<file path="config.mk">
export PLATFORM = sky130hd
export DESIGN_NAME = intersection_phase_scheduler
export DESIGN_NICKNAME = d
export VERILOG_FILES = /design/src/rtl/traffic_pkg.sv /design/src/rtl/phase_timer.sv /design/src/rtl/intersection_phase_scheduler.sv
export SDC_FILE = /design/constraint.sdc
export NUM_CORES = 1
export LEC_CHECK = 0
export CORE_UTILIZATION = 40
export CTS_CLUSTER_DIAMETER = 80
export CTS_CLUSTER_SIZE = 24
export DETAILED_ROUTE_END_ITERATION = 10
export DONT_BUFFER_PORTS = 1
export PLACE_DENSITY = 0.52
export SYNTH_ARGS = -nofsm -noshare
export SYNTH_HDL_FRONTEND = slang
export SYNTH_HIERARCHICAL = 1
export SYNTH_SLANG_ARGS = --single-unit
</file>
<file path="constraint.sdc">
create_clock -name clk -period 4.6 [get_ports clk]
set_clock_uncertainty 0.1 [all_clocks]
set_input_delay 0.69 -clock clk [delete_from_list [all_inputs] [get_ports clk]]
set_output_delay 0.69 -clock clk [all_outputs]
set_load 0.02 [all_outputs]
</file>
<file path="src/rtl/traffic_pkg.sv">
// traffic_pkg: lamp and phase encodings, default timings and phase order shared by the scheduler.
package traffic_pkg;
   typedef enum logic [1:0] {RED = 2'b00, YELLOW = 2'b01, GREEN = 2'b10} light_e;
   typedef enum logic [2:0] {NS_GREEN, NS_YELLOW, ALLRED_A, EW_GREEN, EW_YELLOW, ALLRED_B} phase_e;
   localparam int D_GREEN_SHORT = 10;
   localparam int D_GREEN_LONG  = 30;
   localparam int D_YELLOW_T    = 3;
   localparam int D_ALLRED_T    = 1;
   localparam int D_EXT_STEP    = 5;
   localparam int D_GREEN_MAX   = 40;
   localparam int D_PED_CUT     = 5;
   localparam int D_CNT_W       = 6;
   function automatic phase_e next_phase(input phase_e p);
      return p == ALLRED_B ? NS_GREEN : phase_e'(p + 3'd1);
   endfunction
endpackage

</file>
<file path="src/rtl/phase_timer.sv">
// phase_timer: loadable per-second down-counter; reload replaces the decrement on a tick.
module phase_timer #(
   parameter int CNT_W   = 6,
   parameter int RST_VAL = 1
) (
   input  logic             clk,
   input  logic             reset,
   input  logic             tick,
   input  logic             load,
   input  logic [CNT_W-1:0] load_val,
   output logic [CNT_W-1:0] remain,
   output logic             at_one
);
   always_ff @(posedge clk or negedge reset)
      if (!reset) remain <= CNT_W'(RST_VAL);
      else if (tick) remain <= load ? load_val : remain - CNT_W'(1);
   assign at_one = remain == CNT_W'(1);
endmodule

</file>
<file path="src/rtl/intersection_phase_scheduler.sv">
// intersection_phase_scheduler: NS/EW green-yellow-allred sequencer with density-driven green
// lengths, single-approach green extension and pedestrian truncation.
module intersection_phase_scheduler
   import traffic_pkg::*;
#(
   parameter int GREEN_SHORT = D_GREEN_SHORT,
   parameter int GREEN_LONG  = D_GREEN_LONG,
   parameter int YELLOW_T    = D_YELLOW_T,
   parameter int ALLRED_T    = D_ALLRED_T,
   parameter int EXT_STEP    = D_EXT_STEP,
   parameter int GREEN_MAX   = D_GREEN_MAX,
   parameter int PED_CUT     = D_PED_CUT,
   parameter int CNT_W       = D_CNT_W
) (
   input  logic             clk,
   input  logic             reset,
   input  logic             tick_sec,
   input  logic             ns_dense,
   input  logic             ew_dense,
   input  logic             ped_req,
   output logic [1:0]       ns_light,
   output logic [1:0]       ew_light,
   output logic [2:0]       phase,
   output logic [CNT_W-1:0] remain_sec,
   output logic             phase_valid,
   output logic             ped_ack
);
   phase_e state, state_nx;
   light_e ns_nx, ew_nx;
   logic [CNT_W-1:0] elapsed, elapsed_nx, load_val;
   logic ped_pend, ped_nx, ack_nx, at_one, is_green, own, oth, extend, cut, adv;

   phase_timer #(.CNT_W(CNT_W), .RST_VAL(ALLRED_T)) u_timer (
      .clk(clk),
      .reset(reset),
      .tick(tick_sec),
      .load(at_one || cut),
      .load_val(load_val),
      .remain(remain_sec),
      .at_one(at_one)
   );

   always_comb begin
      is_green = state == NS_GREEN || state == EW_GREEN;
      // "own" is the approach that holds (or is about to receive) the green
      own = (state == NS_GREEN || state == ALLRED_B) ? ns_dense : ew_dense;
      oth = (state == NS_GREEN || state == ALLRED_B) ? ew_dense : ns_dense;
      extend = is_green && own && !oth && !ped_pend && (int'(elapsed) + EXT_STEP <= GREEN_MAX);
      cut = is_green && ped_pend && remain_sec > CNT_W'(PED_CUT);
      adv = tick_sec && at_one && !extend;
      state_nx = adv ? next_phase(state) : state;
      load_val = cut ? CNT_W'(PED_CUT) :
                 extend ? CNT_W'(EXT_STEP) :
                 (state_nx == NS_GREEN || state_nx == EW_GREEN) ? (own ? CNT_W'(GREEN_LONG) : CNT_W'(GREEN_SHORT)) :
                 (state_nx == NS_YELLOW || state_nx == EW_YELLOW) ? CNT_W'(YELLOW_T) : CNT_W'(ALLRED_T);
      elapsed_nx = !tick_sec ? elapsed :
                   adv ? CNT_W'(1) :
                   (is_green && !at_one && !cut) ? elapsed + CNT_W'(1) : elapsed;
      ack_nx = adv && (state_nx == ALLRED_A || state_nx == ALLRED_B) && ped_pend;
      ped_nx = ped_req || (ped_pend && !ack_nx);
      ns_nx = state_nx == NS_GREEN ? GREEN : state_nx == NS_YELLOW ? YELLOW : RED;
      ew_nx = state_nx == EW_GREEN ? GREEN : state_nx == EW_YELLOW ? YELLOW : RED;
   end

   always_ff @(posedge clk or negedge reset)
      if (!reset) begin
         state       <= ALLRED_B;
         ns_light    <= RED;
         ew_light    <= RED;
         elapsed     <= '0;
         ped_pend    <= 1'b0;
         phase_valid <= 1'b0;
         ped_ack     <= 1'b0;
      end else begin
         state       <= state_nx;
         ns_light    <= ns_nx;
         ew_light    <= ew_nx;
         elapsed     <= elapsed_nx;
         ped_pend    <= ped_nx;
         phase_valid <= adv;
         ped_ack     <= ack_nx;
      end

   assign phase = state;
endmodule
</file>
Word-level counts from Yosys, hierarchy flattened
Cells that the tools add are included.
Cells by class
  add/sub/neg operators: 4
  multipliers: 0
  divide/modulo/power cells: 0
  order comparisons: 2
  eq/ne operators: 8
  shift-type cells: 0
  mux-type cells: 16
  bitwise logic cells: 0
  reduce and logical (&&, ||, !) cells: 30
Operator list (count)
  5-bit two-way mux: 4
  6-bit two-way mux: 3
  1-bit logical AND: 13
  3-bit by 2-bit == test with 1-bit output (second input constant): 3
  3-bit == test (second input constant): 3
  6-bit by 3-bit adder with 7-bit output (second input constant): 1
  7-bit by 6-bit less-or-equal comparator with 1-bit output (second input constant): 1
  1-bit logical OR: 7
  6-bit by 1-bit adder with 6-bit output (second input constant): 1
  6-bit by 1-bit == test with 1-bit output (second input constant): 1
  6-bit by 3-bit greater-than comparator with 1-bit output (second input constant): 1
  1-bit zero test: 6
  3-bit zero test: 2
  2-bit two-way mux: 3
  3-bit two-way mux: 2
  6-bit by 1-bit subtractor with 6-bit output (second input constant): 1
  1-bit two-way mux: 4
  3-bit by 1-bit adder with 3-bit output (second input constant): 1
  3-bit by 1-bit == test with 1-bit output (second input constant): 1
  2-bit AND reduction: 1
  2-bit nonzero test: 1
Storage, ports and cells
  flip-flop bits (word level): 22
  bits in latches: 0
  RAM bits: 0
  ROM bits: 0
  memories: 0

Longest topological paths before layout
  depth after elaboration: 17
  depth in mapped cells: 10

By module
The synthesis kept the hierarchy.
By module, submodules not included
  intersection_phase_scheduler: times used 1, cells an instance 115, area an instance 1062.3 sq um
  phase_timer: times used 1, cells an instance 42, area an instance 376.6 sq um

Worst setup path after synthesis
No wires, ideal clock.
  kind: register to register
  from: register state[2] (netlist: phase[2])
  to: register u_timer.remain[1]
  setup time: 0.077 ns
  arrival: 2.259 ns
  data required time: 4.423 ns
  path slack: 2.164 ns
  cell stages (with the launch flop): 9
  buffers on the path: 0
  clock period less this slack: 2.436 ns
  cells stage by stage: dfstp_2 > xnor2_1 > a211o_1 > a2111oi_4 > o22ai_4 > mux2i_1 > nor4b_2 > a21oi_1 > a21oi_1
Between the ends
  cells in the longest elaborated chain, start to end: 17
  elaborated cells on any way between the ends: 31
  classes of those cells: add/sub: 1; eq/ne: 5; mux: 9; reduce/logical: 16
RTL lines
  start, declared: RTL line intersection_phase_scheduler.sv:28  | phase_e state, state_nx;
  start signal, assigned: RTL line intersection_phase_scheduler.sv:75  | state <= state_nx;
  3-bit == test or 3-bit zero test (tied branches)
  1-bit logical OR: RTL line intersection_phase_scheduler.sv:46, intersection_phase_scheduler.sv:47
  1-bit two-way mux (on tied branches): RTL line intersection_phase_scheduler.sv:46, intersection_phase_scheduler.sv:47
  1-bit logical AND or 1-bit zero test (tied branches): RTL line intersection_phase_scheduler.sv:48  | extend = is_green && own && !oth && !ped_pend && (int'(elapsed) + EXT_STEP <= GREEN_MAX);
  1-bit logical AND (3 in a row): RTL line intersection_phase_scheduler.sv:48
  1-bit zero test: RTL line intersection_phase_scheduler.sv:50  | adv = tick_sec && at_one && !extend;
  1-bit logical AND: RTL line intersection_phase_scheduler.sv:50
  3-bit two-way mux: RTL line intersection_phase_scheduler.sv:51  | state_nx = adv ? next_phase(state) : state;
  3-bit by 1-bit == test with 1-bit output or 3-bit == test (tied branches): RTL line intersection_phase_scheduler.sv:55  | (state_nx == NS_YELLOW || state_nx == EW_YELLOW) ? CNT_W'(YELLOW_T) : CNT_W'(ALLRED_T);
  1-bit logical OR: RTL line intersection_phase_scheduler.sv:55
  2-bit two-way mux: RTL line intersection_phase_scheduler.sv:55
  5-bit two-way mux: RTL line intersection_phase_scheduler.sv:54  | (state_nx == NS_GREEN || state_nx == EW_GREEN) ? (own ? CNT_W'(GREEN_LONG) : CNT_W'(GREEN_SHORT)) :
  5-bit two-way mux: RTL line intersection_phase_scheduler.sv:53  | extend ? CNT_W'(EXT_STEP) :
  5-bit two-way mux *: RTL line intersection_phase_scheduler.sv:52  | load_val = cut ? CNT_W'(PED_CUT) :
  net load_val[1]: RTL line intersection_phase_scheduler.sv:30  | logic [CNT_W-1:0] elapsed, elapsed_nx, load_val;
  6-bit two-way mux *: RTL line phase_timer.sv:16  | else if (tick) remain <= load ? load_val : remain - CNT_W'(1);
  end signal, assigned: RTL line phase_timer.sv:15  | if (!reset) remain <= CNT_W'(RST_VAL);
  end signal, assigned: RTL line phase_timer.sv:16
  end, declared: RTL line phase_timer.sv:11  | output logic [CNT_W-1:0] remain,
Mark *: on every way through the listed nets, which the timed path passes. The rest lies on a longest branch.
A chain may end at the register's enable or synchronous reset.

Worst setup path in the final report
  from: register state[0] (netlist: phase[0])
  to: register u_timer.remain[1]
The elaborated chain is that of the path after synthesis.

==> reports/metrics.csv <==
stage,metric,value,unit
run_status,status,finished clean,
floorplan,initial_utilization,42.5,%
cts,worstSkewPairLatency,0.30,ns
finish,final_cell_mix,"dfrtp_1 (19), nor2_1 (18), nand2_1 (12), a21oi_1 (10), inv_1 (8)",
sta,final_max_slew_viol_count,0,
floorplan,dieArea,3840,sq um
critical_path,cp-startpoint,phase[0],
grt,overflow,0,
yosys,ys_types,46,
drt,routedWlPerCell,14.9,um
critical_path,cp_common_cell,a21oi_1,
cts,clkTransAtPathRegs,0.12,ns
power_and_ir_drop,intPower,503,uW
sta,maxSlewHeadroom,41.3,%
drt,drt-vias-per-instance,5.45,
cts,cts_resized,0,
floorplan,rows,21,
yosys,synth_area_leaders,"dfrtp_1 (33%), dfstp_2 (5.5%), nor2_1 (4.7%)",
yosys,avgSynthCellArea,9.16,sq um
sta,whs,0.105,ns
critical_path,cp_cell_sequence,xnor2_1 > a211o_1 > a2111oi_4 > o22ai_4 > mux2i_1 > nor4b_2 > a21oi_1 > a21oi_1,
yosys,synthDominantCellAreaShare,33.0,%
grt,grt_antenna_before_repair,0,
cts,h-tree-depth,1,
drt,drc,0,
power_and_ir_drop,p_sw,448,uW
hold_path,hold_path.class,input port to asynchronous set/reset pin,
run,cap_violations,0,
critical_path,cp_num_buf_inv,0,
placement,dpl.hpwl,2130,um
yosys,yosys_most_used_dff,dfrtp_1,
critical_path,cp.depth,8,
critical_path,cp-end-kind,flip-flop,
finish,drive_gt1_share,8.33,%
yosys,ys_seq_area_share,38.5,%
yosys,synth_warnings,6,
sta,worstMarginPinSlew,0.878,ns
critical_path,path_max_fanout,19,
cts,cts-buffers-inserted,3,
critical_path,crit_family,compound AO/OA/AOI/OAI gates,
sta,finalSetupTns,0,ns
drt,dr.pass1.iters,4,
critical_path,timing.rr.end,u_timer/remain[1],
critical_path,startpoint_type,flip-flop,
drt,drt_iter0_drc,47,
sta,final_hold_viol_count,0,
critical_path,cp_slowest_cell,dfstp_2,
cts,post_cts_buffers,0,
critical_path,arrival,2.94,ns
sta,final-setup-viol-count,0,
floorplan,die_width,62.0,um
cts,clk_path_buf_depth,2,
floorplan,die_h,62.0,um
grt,grt_max_degree,20,
yosys,synth_largest_area_cell,dfrtp_1,
sta,grt_setup_unrepaired,no,
finish,nNetsFinal,168,
drt,wl,3020,um
cts,cts_sinks,22,
placement,gp_congestion,0.775,
power_and_ir_drop,peakVddDrop,0.226,mV
floorplan,coreArea,3390,sq um
critical_path,r2r-start,phase[0],
power_and_ir_drop,combinationalPowerShare,44.1,%
yosys,synth-edff-count,0,
drt,drtAntennaViolNets,0,
power_and_ir_drop,pwr-share-clk,11.3,%
critical_path,crit_required,4.74,ns
critical_path,rr_worst_depth,8,
finish,area_delta_synth_final,4.61,%
critical_path,cp-endpoint,u_timer/remain[1],
yosys,netlist_area,1440,sq um
cts,cts_tree,built,
yosys,synth-seq-cells,22,
yosys,synth_async_sr_flop_share,100,%
placement,portBuffers,0,
cts,cts_hold_repair.buffers,1,
yosys,synth.net_count,168,
power_and_ir_drop,p_sw_share,47.1,%
sta,finalCritPeriodShare,60.8,%
finish,antennaDiodeCount,0,
critical_path,reg2reg_slack,1.81,ns
finish,layout_commonest_cell,dfrtp_1,
grt,grt.total_usage,17.4,%
yosys,synth_cells,157,
critical_path,crit_type,flip-flop to flip-flop,
sta,fmax,0.358,GHz
grt,grt_pass1_vias,1072,
power_and_ir_drop,p_leak,0.645,nW
floorplan,ioPinCount,21,
power_and_ir_drop,powerDensity,632,nW/um^2
power_and_ir_drop,p_seq_share,44.6,%
grt,grt_pass1_wl,4840,um
critical_path,max_stage_delay,0.77,ns
drt,dr_total_vias,1101,
sta,timing.final.crit_period,2.79,ns
cts,root_buffer,clkbuf_4,
## cells by family after synthesis
family          Yosys count  share of synthesized area (%)
xor+xnor                  9                           5.48
mux                       7                           4.96
compound gates           42                           21.6
buf+inv                  14                           4.70
simple gates             57                           20.2
flops                    22                           38.5
other cells               1                          0.261
fa+ha+maj                 5                           4.35
## synth_stat cells, types with 2 or more instances
| cell | count |
|---|---|
| nor2b_1 | 2 |
| dfrtp_1 | 19 |
| buf_6 | 2 |
| ha_1 | 5 |
| o21ai_1 | 2 |
| mux2i_1 | 6 |
| nand3_1 | 3 |
| o22ai_1 | 4 |
| nand2_1 | 12 |
| nand2b_1 | 2 |
| xor2_1 | 3 |
| o21a_1 | 2 |
| inv_1 | 8 |
| and3_1 | 4 |
| nor2_1 | 18 |
| clkbuf_1 | 4 |
| nor3_1 | 7 |
| a21oi_1 | 10 |
| o21ai_0 | 6 |
| o21bai_1 | 3 |
| o2bb2ai_1 | 2 |
| a211o_1 | 2 |
| dfstp_2 | 3 |
| xnor2_1 | 6 |
## power by group through the flow
stage | logic [mW] | clock network (mW) | registers (mW)
final | 0.419 | 0.108 | 0.425
after global routing | 0.472 | 0.121 | 0.442
after CTS | 0.422 | 0.116 | 0.427
after detailed placement | 0.414 | 0 | 0.431
after global placement | 0.409 | 0 | 0.428
after floorplan | 0.367 | 0 | 0.391
## through the flow
stage          std cells  setup slack [ns]  utilization, %  total power [mW]  cell area [sq um]
5_1_grt              202              1.57            44.4              1.03               1510
3_5_place_dp         197              1.83            43.0             0.845               1460
4_1_cts              202              1.79            44.4             0.964               1510
6_report             202              1.81            44.4             0.951               1510
2_1_floorplan        157              2.16               -             0.758               1440
3_3_place_gp         197              1.87            43.0             0.838               1460
## layout make-up
class                           count  area, sq um
Fill cell                         332         1880
Multi-Input combinational cell    121          817
Sequential cell                    22          554
Tap cell                           46         57.6
Clock buffer                        4         36.3
Inverter                            8         30.0
Timing Repair Buffer                1         10.0
## state kept, by name (all words and copies together) (netlist names)
signal and count:
elapsed 6, ew_light 2, ns_light 2, ped_ack 1, ped_pend 1, phase 3
phase_valid 1, u_timer/remain 6
## metal layers
metal,vias up,wire [um],GRT usage (%)
li1,553,-,-
met1,531,1460,22.4
met2,15,1410,28.0
met3,2,123,4.14
met4,0,23,6.67
met5,-,0,0
## worst min path at each step
stage	endpoint	start	slack, ns	depth (start not counted)
2_1_floorplan	elapsed[0]	reset	0.29	0
3_3_place_gp	phase_valid	reset	0.29	0
3_5_place_dp	ped_ack	reset	0.29	0
4_1_cts	phase[0]	reset	0.08	0
5_1_grt	phase[2]	reset	0.07	0
6_report	u_timer/remain[0]	reset	0.10	0
No activity file was read; power rests on OpenSTA's default activity.
